$ cat config.mk
export PLATFORM = sky130hd
export DESIGN_NAME = pipeline_stall_controller
export DESIGN_NICKNAME = d
export VERILOG_FILES = /design/src/rtl/pipeline_stall_controller_pkg.sv /design/src/rtl/pipeline_stall_controller_perf_cnt.sv /design/src/rtl/pipeline_stall_controller.sv
export SDC_FILE = /design/constraint.sdc
export NUM_CORES = 1
export LEC_CHECK = 0
export BUFFER_PORTS_ARGS = -buffer_cell sky130_fd_sc_hd__buf_2
export CORE_AREA = 4 4 41 43
export CTS_BUF_LIST = sky130_fd_sc_hd__clkbuf_8
export DETAILED_ROUTE_END_ITERATION = 7
export DIE_AREA = 0 0 45 47
export GPL_TIMING_DRIVEN = 0
export HOLD_SLACK_MARGIN = 0.05
export PLACE_DENSITY = 0.63
export SETUP_SLACK_MARGIN = 0.05
export SLEW_MARGIN = 20
export SYNTH_ARGS = -nofsm -noshare
export SYNTH_HDL_FRONTEND = slang
export SYNTH_SLANG_ARGS = --single-unit
$ cat constraint.sdc
create_clock -name clk -period 2.1 [get_ports clk]
set_clock_uncertainty 0.05 [all_clocks]
set_input_delay 0.21 -clock clk [delete_from_list [all_inputs] [get_ports clk]]
set_output_delay 0.21 -clock clk [all_outputs]
set_load 0.02 [all_outputs]
$ cat src/rtl/pipeline_stall_controller_pkg.sv
// Shared definitions for the five-stage pipeline stall control.
//   stall_state_e      : memory-wait FSM states (RUN, MEM_WAIT).
//   DEFAULT_WAIT_LIMIT : default cycle budget for one SRAM access.
//   IDEX_NOP_*         : field values loaded into ID/EX when a bubble is inserted.
package pipeline_stall_controller_pkg;

  typedef enum logic {
    RUN      = 1'b0,
    MEM_WAIT = 1'b1
  } stall_state_e;

  localparam int DEFAULT_WAIT_LIMIT = 64;

  // A bubble is an ID/EX entry with every side-effect enable cleared.
  localparam logic [3:0] IDEX_NOP_EXE_CMD  = 4'b0000;
  localparam logic       IDEX_NOP_WB_EN    = 1'b0;
  localparam logic       IDEX_NOP_MEM_R_EN = 1'b0;
  localparam logic       IDEX_NOP_MEM_W_EN = 1'b0;
  localparam logic       IDEX_NOP_B        = 1'b0;
  localparam logic       IDEX_NOP_S        = 1'b0;

endpackage

$ cat src/rtl/pipeline_stall_controller_perf_cnt.sv
// stall_perf_counter: one saturating event counter.
//   clk, rst  : clock and asynchronous active-high reset.
//   inc_i     : count one event this cycle.
//   clear_i   : synchronous clear (has priority over inc_i).
//   cnt_o     : current count; holds at all-ones instead of wrapping.
module stall_perf_counter #(
  parameter int CNT_W = 32
) (
  input  logic             clk,
  input  logic             rst,
  input  logic             inc_i,
  input  logic             clear_i,
  output logic [CNT_W-1:0] cnt_o
);

  logic [CNT_W-1:0] cnt_q, cnt_d;

  always_comb begin
    cnt_d = cnt_q;
    if (clear_i) begin
      cnt_d = '0;
    end else if (inc_i && (cnt_q != {CNT_W{1'b1}})) begin
      cnt_d = cnt_q + 1'b1;
    end
  end

  always_ff @(posedge clk or posedge rst) begin
    if (rst) begin
      cnt_q <= '0;
    end else begin
      cnt_q <= cnt_d;
    end
  end

  assign cnt_o = cnt_q;

endmodule

$ cat src/rtl/pipeline_stall_controller.sv
// pipeline_stall_controller: turns ID hazards, EXE branch flushes and MEM-stage
// SRAM waits into one consistent set of pipeline-register controls per cycle.
// Optional feature macro: STALL_PERF_CNT_EN (adds three saturating counters).
//   clk, rst        : clock, asynchronous active-high reset.
//   hazard_detected : RAW hazard on the ID instruction.
//   branch_taken    : EXE branch resolved taken.
//   mem_req         : MEM instruction is a load/store.
//   mem_ready       : SRAM access complete (pulse).
//   sram_start      : one-cycle pulse launching the SRAM access.
//   pc_freeze, ifid_freeze, ifid_flush, idex_bubble, back_freeze : register controls.
//   mem_timeout     : sticky flag, an access was abandoned.
//   hazard_stall_cnt, mem_stall_cnt, flush_cnt : perf counters (macro only).
module pipeline_stall_controller
  import pipeline_stall_controller_pkg::*;
#(
  parameter int WAIT_LIMIT = DEFAULT_WAIT_LIMIT,
  parameter int CNT_W      = 32
) (
  input  logic             clk,
  input  logic             rst,
  input  logic             hazard_detected,
  input  logic             branch_taken,
  input  logic             mem_req,
  input  logic             mem_ready,
  output logic             sram_start,
  output logic             pc_freeze,
  output logic             ifid_freeze,
  output logic             ifid_flush,
  output logic             idex_bubble,
  output logic             back_freeze,
  output logic             mem_timeout
`ifdef STALL_PERF_CNT_EN
  ,
  output logic [CNT_W-1:0] hazard_stall_cnt,
  output logic [CNT_W-1:0] mem_stall_cnt,
  output logic [CNT_W-1:0] flush_cnt
`endif
);

  localparam int WCNT_W = $clog2(WAIT_LIMIT + 1);
  localparam logic [WCNT_W-1:0] LIMIT = WCNT_W'(WAIT_LIMIT);

  if (WAIT_LIMIT < 1 || CNT_W < 1) begin : g_bad_param
    $error("pipeline_stall_controller: WAIT_LIMIT and CNT_W must be >= 1");
  end

  stall_state_e      state_q, state_d;
  logic [WCNT_W-1:0] wcnt_q, wcnt_d;
  logic              timeout_q, timeout_d;
  logic              mem_freeze;
  logic              start_c;
  logic              branch_act;
  logic              hazard_act;

  always_comb begin
    state_d    = state_q;
    wcnt_d     = wcnt_q;
    timeout_d  = timeout_q;
    start_c    = 1'b0;
    mem_freeze = 1'b0;
    unique case (state_q)
      RUN: begin
        if (mem_req) begin
          start_c = 1'b1;
          // Zero-wait SRAM completes in the launch cycle: no stall at all.
          if (!mem_ready) begin
            mem_freeze = 1'b1;
            state_d    = MEM_WAIT;
            wcnt_d     = WCNT_W'(1);
          end
        end
      end
      MEM_WAIT: begin
        // Completion wins over a coincident timeout; either way the freeze
        // releases in this same cycle so the pipeline advances.
        if (mem_ready) begin
          state_d = RUN;
          wcnt_d  = '0;
        end else if (wcnt_q >= LIMIT) begin
          timeout_d = 1'b1;
          state_d   = RUN;
          wcnt_d    = '0;
        end else begin
          mem_freeze = 1'b1;
          if (wcnt_q != {WCNT_W{1'b1}}) begin
            wcnt_d = wcnt_q + 1'b1;
          end
        end
      end
      default: begin
        state_d = RUN;
        wcnt_d  = '0;
      end
    endcase
  end

  always_ff @(posedge clk or posedge rst) begin
    if (rst) begin
      state_q   <= RUN;
      wcnt_q    <= '0;
      timeout_q <= 1'b0;
    end else begin
      state_q   <= state_d;
      wcnt_q    <= wcnt_d;
      timeout_q <= timeout_d;
    end
  end

  // A memory freeze holds the EXE and ID instructions in place, so branch and
  // hazard are only acted on once the freeze is released. A taken branch makes
  // the ID instruction wrong-path, so it overrides any hazard on it.
  assign branch_act = !mem_freeze && branch_taken;
  assign hazard_act = !mem_freeze && hazard_detected && !branch_taken;

  // Outputs are gated by rst so an asynchronous reset releases them at once,
  // even while the inputs still request a stall.
  assign sram_start  = !rst && start_c;
  assign pc_freeze   = !rst && (mem_freeze || hazard_act);
  assign ifid_freeze = !rst && (mem_freeze || hazard_act);
  assign ifid_flush  = !rst && branch_act;
  assign idex_bubble = !rst && (branch_act || hazard_act);
  assign back_freeze = !rst && mem_freeze;
  assign mem_timeout = timeout_q;

`ifdef STALL_PERF_CNT_EN
  stall_perf_counter #(.CNT_W(CNT_W)) u_hazard_cnt (
    .clk     (clk),
    .rst     (rst),
    .inc_i   (!rst && hazard_act),
    .clear_i (1'b0),
    .cnt_o   (hazard_stall_cnt)
  );

  stall_perf_counter #(.CNT_W(CNT_W)) u_mem_cnt (
    .clk     (clk),
    .rst     (rst),
    .inc_i   (back_freeze),
    .clear_i (1'b0),
    .cnt_o   (mem_stall_cnt)
  );

  stall_perf_counter #(.CNT_W(CNT_W)) u_flush_cnt (
    .clk     (clk),
    .rst     (rst),
    .inc_i   (ifid_flush),
    .clear_i (1'b0),
    .cnt_o   (flush_cnt)
  );
`endif

endmodule

==> metrics.csv, run 1 <==
metric,value,unit
"CP delay by family, top",buffers and inverters,
Ys Warns,0,
status,"finished, final reports clean",
DR pass1 iterations,4,
Slew @ Worst Pin,0.487,ns
Max transition margin,67.5,%
"Slowest-stage cell, CP",dfrtp_1,
mean number of vias per cell,4.87,
H-tree lvl count,1,
die width,45,um
Total GRT Usage,11.3,%
clock latency on the worst-skew pair,0.23,ns
crit path DAT,1.58,ns
clock share of power,41.7,%
FF-to-FF path depth,5,
Seq pwr share,41.7,%
first-pass GRT wire length,1700,um
antenna-violating nets left,0,
worst min path class,input pin to flop,
n_diodes,0,
initial antenna violation count,0,
Max Fclk,542,MHz
number of global-route vias before repair,424,
Hold EP,mem_timeout,
Critical Path RT,1.84,ns
Yosys cell types,29,
fraction of layout cells with a size suffix above 1,26.4,%
WS Path Type,flop to output port,
Lkg Pwr,0.358,nW
Pwr Total,462,uW
DR vias,424,
Initial Util,39.9,%
CP cell instances,buf_4 -> or2b_1 -> a21o_1 -> a21oi_1 -> buf_4 -> buf_2,
syn nets,63,
CTS resizes,0,
R2R Setup Slk,0.40,ns
Final nets,81,
largest area contributor in the netlist,dfrtp_1,
synthesized area,519,sq um
RePlAce Congestion,0.741,
worst hold path depth,3,
Num CTS Buffers,3,
Worst Path Max Fanout,10,
CTS sink count,9,
power share of the combinational group,16.6,%
Root Buffer,clkbuf_8,
Max IR drop VDD,599,uV
Worst Path Buf+Inv,3,
switch share,25.6,%
switching power,118,uW
Placement Rows,13,
post-synthesis sequential area ratio,43.4,%
RR Startpoint,state_q,
crit-path max cell delay,0.32,ns
synth top area cells,"dfrtp_1 (43%), ha_1 (4.8%), a21o_1 (4.3%)",
I/O pins,13,
1st-iter DRT viols,5,
CP endpoint kind,output port,
Area Overhead vs Synth,25.8,%
crit share post-route,87.8,%
# fillers,131,
Max Cap Violations,0,
"CTS clk-pin slew, worst paths",0.05,ns
Residual DRC,0,
Synth top area share,43.4,%
TritonCTS clock tree,built,
RSZ-0062 raised after global routing,no,
die height,47,um
Syn Inst Count,55,
setup TNS,0,ns
most frequent CP cell,buf_4,
post-synthesis register bit count,9,
Core Area,1300,sq um
die footprint,2120,sq um
cell area power density,707,nW/um^2
post-layout min period,1.84,ns
hold wc startpoint,mem_ready,
"Hold Vio Cnt, Final",0,
port bufs,12,
"Setup violations, final",0,
Post-DP HPWL,755,um
Max Root-Sink Buffers,2,
Pint,343,uW
R2R Path End,wcnt_q[5],
mean area per synthesized cell,9.44,sq um
wire per inst,12.0,um
"Slew Viols, Final",0,
final wirelength,1040,um
setup bufs post-CTS,0,
CP startpoint kind,flop,
grt total ovfl,0,
largest net degree at the start of global routing,11,
==> stage by stage <==
stage                     setup slack, ns  util [%]  area (sq um)  instances  hold WS (ns)
after floorplan                     0.369         -           519         55      -0.00702
after CTS                           0.245      50.2           653         87         0.271
after detailed placement            0.432      46.0           598         82         0.194
after global placement              0.444      46.0           598         82         0.191
final                               0.256      50.2           653         87         0.273
after global routing                0.168      50.2           653         87         0.293
==> cells in the final DEF (no fill, tap or decap), drive strengths merged <==
cell type / count
o22ai: 1
nor3: 2
nand2b: 2
nor3b: 2
nor2b: 1
inv: 7
a31o: 1
ha: 2
and2: 1
clkbuf: 3
o21ai: 2
a22o: 1
or2b: 1
or3b: 1
dlygate4sd3: 1
buf: 15
nand2: 1
o2bb2ai: 1
o221ai: 1
a32o: 1
or4: 1
and3: 2
a21o: 3
dfrtp: 9
nor2: 4
nand3b: 1
a21oi: 1
o211ai: 1
o21a: 1
nand3: 2
==> state kept, by name, summed over array words and instances, names as in the netlist <==
name,cells
mem_timeout,1
wcnt_q,7
state_q,1
==> cells in the mapped netlist <==
cell and number:
buf_4 2, or2b_1 1, a22o_1 1, o22ai_1 1
o2bb2ai_1 1, and2_1 1, a21o_1 3, o221ai_1 1
ha_1 2, inv_1 6, nor3b_1 2, o21a_1 1
nand3_1 2, a31o_2 1, or3b_1 1, dfrtp_1 9
nor2b_1 1, and3_1 2, a32o_1 1, nor2_1 4
nor3_1 2, o211ai_1 1, buf_2 1, a21oi_1 1
o21ai_0 2, nand3b_1 1, nand2_1 1, or4_1 1
nand2b_1 2
==> worst min-delay path, delay by kind of cell <==
family          cells  cell delay, ns
buf+inv             2            0.17
compound gates      1            0.14
==> what timing repair did <==
item / 4_1_cts / 5_1_grt
hold endpoints to repair: 9 / 0
hold buffers: 1 / 0
endpoints found under the setup margin: 0 / 0
==> how the worst max path moves through the flow <==
stage,cells after the start,endpoint,from
floorplan,5,pc_freeze,state_q
global placement,5,wcnt_q[5],state_q
detailed placement,5,wcnt_q[5],state_q
CTS,6,pc_freeze,state_q
global route,5,ifid_flush,rst
finish,6,pc_freeze,state_q
==> cell families (layout without fill, tap and decap cells) <==
| family | count (synthesis) | in the layout | synth area share (%) |
|---|---|---|---|
| AO/OA/AOI/OAI | 14 | 14 | 20.0 |
| adder cells (fa/ha/maj) | 2 | 2 | 4.82 |
| buffers and inverters | 9 | 26 | 8.19 |
| flip-flops | 9 | 9 | 43.4 |
| AND/OR/NAND/NOR | 21 | 21 | 23.6 |
==> area by class of cell <==
type                            count  area [sq um]  area share (%)
Multi-Input combinational cell     37           251            38.5
Tap cell                           15          18.8            2.87
Timing Repair Buffer               13          70.1            10.7
Clock buffer                        3          41.3            6.32
Buffer                              3          20.0            3.07
Inverter                            6          22.5            3.45
Clock inverter                      1          3.75           0.575
Sequential cell                     9           225            34.5
==> layer usage <==
metal | share of wire [%] | GRT usage [%]
met1 | 46 | 10.9
met2 | 50 | 21.8
met3 | 3.8 | 5.75
met4 | 0 | 1.75
met5 | 0 | 0
==> power by group through the flow <==
stage | Combinational (mW) | Sequential (mW) | Clock, mW
2_1_floorplan | 0.0542 | 0.193 | 0
3_3_place_gp | 0.0757 | 0.195 | 0
3_5_place_dp | 0.0765 | 0.195 | 0
4_1_cts | 0.0783 | 0.192 | 0.198
5_1_grt | 0.0879 | 0.193 | 0.206
6_report | 0.0769 | 0.192 | 0.193
No activity file was read; power rests on OpenSTA's default activity.
==> run 2: changes to the inputs <==
Settings changed: CORE_AREA 4 4 41 43 to 2 2 39 41, CTS_BUF_LIST sky130_fd_sc_hd__clkbuf_8 to unset, DIE_AREA 0 0 45 47 to 0 0 41 43, REMOVE_ABC_BUFFERS set to 1.
==> run 2 against run 1 <==
  * Critical path depth shrank 1
  * Sequential power is essentially flat
  * Utilization shrank 5.7 points
  * Largest cell class unchanged
  * Routed wire length shrank 5.5%
  * Cell area shrank 5.7%
  * Sequential share of layout area grew 2.1 points
==> metrics.csv, run 2 (synthesis results as in run 1) <==
metric,value,unit,change
CP endpoint kind,output port,,
Post-DP HPWL,742,um,-1.7%
Placement Rows,14,,+1
M1 WL,426,um,-11%
die footprint,1760,sq um,-17%
"Hold Vio Cnt, Final",0,,unchanged
setup bufs post-CTS,0,,unchanged
clock share of power,34.3,%,-7.4 points
Max Used Layer,met4,,
met2 WL,497,um,-4.2%
switch share,29.0,%,+3.4 points
antenna-violating nets left,0,,unchanged
DR vias,438,,+3.3%
"CTS clk-pin slew, worst paths",0.07,ns,+0.02 ns
die width,41,um,-8.9%
largest net degree at the start of global routing,11,,unchanged
initial antenna violation count,0,,unchanged
Initial Util,37.5,%,-2.4 points
DR pass1 iterations,3,,-1
number of global-route vias before repair,412,,-2.8%
post-layout min period,1.80,ns,-0.0450 ns
crit-path max cell delay,0.53,ns,+0.21 ns
CP startpoint kind,input pin,,
Core Area,1380,sq um,+6.3%
Max IR drop VDD,319,uV,-47%
H-tree lvl count,1,,unchanged
R2R Setup Slk,0.40,ns,about the same
Fin Hold WS,0.246,ns,-0.0275 ns
"Slowest-stage cell, CP",dlygate4sd3_1,,
final wirelength,984,um,-5.5%
Max transition margin,68.7,%,+1.2 points
crit path DAT,1.54,ns,-0.04 ns
RePlAce Congestion,0.745,,+0.63%
"commonest non-fill, non-tap cell in the layout",buf_2,,
Max Cap Violations,0,,unchanged
worst min path class,input pin to flop,,
Critical Path RT,1.84,ns,about the same
Met3 Wirelength,18,um,-55%
Area Overhead vs Synth,18.6,%,
first-pass GRT wire length,1760,um,+3.7%
most frequent cells in the layout,"buf_2 (12), dfrtp_1 (9), inv_1 (6)",,
Root Buffer,clkbuf_4,,
Worst Path Buf+Inv,4,,+1
RSZ-0062 raised after global routing,no,,
grt total ovfl,0,,unchanged
WS Path Type,input pin to output port,,
mean number of vias per cell,5.15,,+5.7%
status,"finished, final reports clean",,
Residual DRC,0,,unchanged
most frequent CP cell,buf_2,,
cell area power density,653,nW/um^2,-7.7%
wire per inst,11.6,um,-3.3%
Pint,285,uW,-17%
CP cell instances,dlygate4sd3_1 -> buf_2 -> inv_1 -> and3_1 -> buf_2,,
crit share post-route,85.7,%,-2.1 points
Total GRT Usage,15.9,%,+4.6 points
CTS resizes,0,,unchanged
port bufs,12,,unchanged
fraction of layout cells with a size suffix above 1,23.2,%,-3.2 points
1st-iter DRT viols,6,,+1
Lkg Pwr,0.333,nW,-7.0%
power share of the combinational group,17.3,%,+0.7 points
n_diodes,0,,unchanged
clock latency on the worst-skew pair,0.26,ns,+0.03 ns
Max Fclk,556,MHz,+2.5%
switching power,117,uW,-1.6%
"Slew Viols, Final",0,,unchanged
max reg flops,7,,unchanged
I/O pins,13,,unchanged
pre-CTS setup slack,0.431,ns,-0.00114 ns
die height,43,um,-8.5%
setup TNS,0,ns,unchanged
Num CTS Buffers,3,,unchanged
Slew @ Worst Pin,0.468,ns,-0.0186 ns
Worst Path Max Fanout,10,,unchanged
final setup margin,0.301,ns,+0.0450 ns
"Most flops, register",wcnt_q,,
Final nets,78,,-3.7%
"Setup violations, final",0,,unchanged
"CP delay by family, top",buffers and inverters,,
Max Root-Sink Buffers,2,,unchanged
Seq pwr share,48.5,%,+6.8 points
CTS sink count,9,,unchanged
TritonCTS clock tree,built,,
-- run 2: routing by layer --
metal	vias up	track usage, %
met2	5	20.9
met5	-	0
met3	4	6.28
met4	0	14.0
met1	205	18.9
li1	224	-
-- run 2: worst paths after layout --
| kind | from | endpoint | cells after the start |
|---|---|---|---|
| hold reg to reg | mem_timeout | mem_timeout | 1 |
| hold / removal | mem_ready | mem_timeout | 3 |
| setup / recovery | rst | ifid_flush | 5 |
| min in group asynchronous | rst | wcnt_q[5] | 3 |
| setup reg to reg | state_q | wcnt_q[5] | 3 |
| max in group asynchronous | rst | wcnt_q[3] | 3 |
-- run 2: what timing repair did --
item	4_1_cts	5_1_grt
endpoints found under the hold margin	9	0
setup endpoints to repair	0	0
hold buffers	1	0
-- run 2: metrics by stage --
step	power [mW]	utilization, %	instance area, sq um	std cells
after global placement	0.265	41.9	579	80
after global routing	0.431	44.5	616	85
after CTS	0.407	44.5	616	85
final	0.402	44.5	616	85
after floorplan	0.242	-	499	52
after detailed placement	0.266	41.9	579	80
-- run 2: final cells by class --
cell class | instances | area, sq um
Fill cell | 146 | 768
Multi-Input combinational cell | 37 | 251
Sequential cell | 9 | 225
Timing Repair Buffer | 13 | 70.1
Clock buffer | 4 | 26.3
Inverter | 6 | 22.5
Tap cell | 16 | 20.0
-- run 2: power by group through the flow --
stage / logic [mW] / clock network, mW / registers, mW
2_1_floorplan: 0.0470 / 0 / 0.195
3_3_place_gp: 0.0668 / 0 / 0.198
3_5_place_dp: 0.0680 / 0 / 0.198
4_1_cts: 0.0702 / 0.142 / 0.195
5_1_grt: 0.0798 / 0.153 / 0.198
6_report: 0.0694 / 0.138 / 0.195
-- run 2: worst reg2reg max path, cell delays in order, from the launching register on --
cell and delay [ns]:
dfrtp_1 0.48, or3b_1 0.48, or4_1 0.53, nand3_1 0.10
==> run 3: changes to the inputs <==
--- a/constraint.sdc
+++ b/constraint.sdc
@@ -4,2 +4,2 @@
 set_output_delay 0.21 -clock clk [all_outputs]
-set_load 0.02 [all_outputs]
+set_load 0.1 [all_outputs]
==> run 3 against run 2 <==
  * Critical path depth fell by 1
  * Highest routed layer unchanged
  * Critical endpoint is now ifid_freeze
  * Sequential power about the same
  * Combinational power grew 77%
==> metrics.csv, run 3 (synthesis results as in run 1) <==
metric,value,unit,change
met2 WL,564,um,+13%
Max transition margin,68.1,%,-0.65 points
Met3 Wirelength,20,um,+11%
worst min path class,input pin to flop,,
Final nets,78,,unchanged
placed insts,80,,unchanged
Placement Rows,14,,unchanged
WS Path Type,flop to output port,,
DR vias,442,,+0.91%
"CTS clk-pin slew, worst paths",0.07,ns,about the same
antenna-violating nets left,0,,unchanged
die height,43,um,unchanged
Residual DRC,0,,unchanged
crit share post-route,95.4,%,+9.7 points
n_diodes,0,,unchanged
1st-iter DRT viols,6,,unchanged
Pwr Total,457,uW,+14%
status,"finished, final reports clean",,
Total GRT Usage,15.8,%,-0.10 points
Area Overhead vs Synth,21.7,%,
wire per inst,12.6,um,+9.2%
CP startpoint kind,flop,,
CP endpoint kind,output port,,
die width,41,um,unchanged
die footprint,1760,sq um,unchanged
Slew @ Worst Pin,0.482,ns,+0.0141 ns
multi-input logic area,251,sq um,unchanged
max reg flops,7,,unchanged
Num CTS Buffers,3,,unchanged
DR pass1 iterations,3,,unchanged
RSZ-0062 raised after global routing,yes,,
M1 WL,450,um,+5.6%
Area after DPL,579,sq um,unchanged
Worst Path Max Fanout,10,,unchanged
first-pass GRT wire length,1750,um,-0.40%
fraction of layout cells with a size suffix above 1,23.2,%,unchanged
cell area power density,723,nW/um^2,+11%
Max Root-Sink Buffers,2,,unchanged
Max Used Layer,met4,,
Post-DP HPWL,742,um,unchanged
R2R Setup Slk,0.39,ns,about the same
final wirelength,1080,um,+9.2%
RePlAce Congestion,0.745,,unchanged
Critical Path RT,1.84,ns,about the same
Max Cap Violations,0,,unchanged
initial antenna violation count,0,,unchanged
Root Buffer,clkbuf_4,,
post-layout min period,2.00,ns,+0.205 ns
"Most flops, register",wcnt_q,,
setup bufs post-CTS,0,,unchanged
clock latency on the worst-skew pair,0.27,ns,about the same
Core Area,1380,sq um,unchanged
CTS sink count,9,,unchanged
crit path DAT,1.74,ns,+0.20 ns
Register Area,225,sq um,unchanged
most frequent cells in the layout,"dfrtp_1 (9), buf_2 (7), inv_1 (6)",,
port bufs,12,,unchanged
Lkg Pwr,0.334,nW,+0.44%
"commonest non-fill, non-tap cell in the layout",dfrtp_1,,
Max IR drop VDD,387,uV,+21%
post-route cell area,632,sq um,+2.6%
Max Fclk,499,MHz,-10%
"Setup violations, final",0,,unchanged
I/O pins,13,,unchanged
H-tree lvl count,1,,unchanged
number of global-route vias before repair,409,,-0.73%
"Hold Vio Cnt, Final",0,,unchanged
mean number of vias per cell,5.20,,+0.91%
TritonCTS clock tree,built,,
Initial Util,37.5,%,unchanged
grt total ovfl,0,,unchanged
"Slew Viols, Final",0,,unchanged
final std cells w/o fill,85,,unchanged
# fillers,143,,-2.1%
largest net degree at the start of global routing,11,,unchanged
run 3: final cells by class:
class                   count  area share (%)
multi-input cells          37            39.8
inverters                   6            3.56
repair buffers             13            13.7
well taps                  16            3.17
clock buffers               4            4.16
flip-flops and latches      9            35.6
run 3: final timing paths:
check                                  from     endpoint  cells past startpoint
worst max-delay path                state_q  ifid_freeze                      4
worst min-delay path              mem_ready  mem_timeout                      3
worst max register to register      state_q    wcnt_q[5]                      3
worst min register to register  mem_timeout  mem_timeout                      1
max in group asynchronous               rst    wcnt_q[3]                      3
min in group asynchronous               rst    wcnt_q[5]                      3
run 3: through the flow:
stage / setup TNS, ns / setup WS [ns] / utilization, % / hold slack [ns]
final: 0 / 0.0967 / 45.7 / 0.243
after global routing: 0 / 0.00408 / 45.7 / 0.274
after CTS: 0 / 0.0329 / 44.5 / 0.251
after detailed placement: 0 / 0.326 / 41.9 / 0.190
after global placement: 0 / 0.310 / 41.9 / 0.190
after floorplan: -5.07 / -1.89 / - / -0.00702
run 3: repair_timing:
action,CTS,global route
resized for setup,0,9
endpoints found under the setup margin,2,5
hold endpoints to repair,9,0
hold buffers,1,0
run 3: critical path: stages, from the launching register on:
cell and delay [ns]:
dfrtp_1 0.49, or2b_1 0.25, a21o_1 0.21, a21oi_1 0.20
buf_4 0.33
run 3: report_power, final:
group,total [mW],switching [mW],leakage [nW],internal [mW]
logic,0.123,0.0888,0.198,0.0337
clock network,0.140,0.0661,0.0150,0.0735
registers,0.195,0.0123,0.122,0.183
run 3: metal layers:
metal / vias up / track usage (%)
met5: - / 0
met4: 0 / 14.0
met3: 4 / 6.28
met2: 5 / 20.6
met1: 210 / 18.9
li1: 223 / -
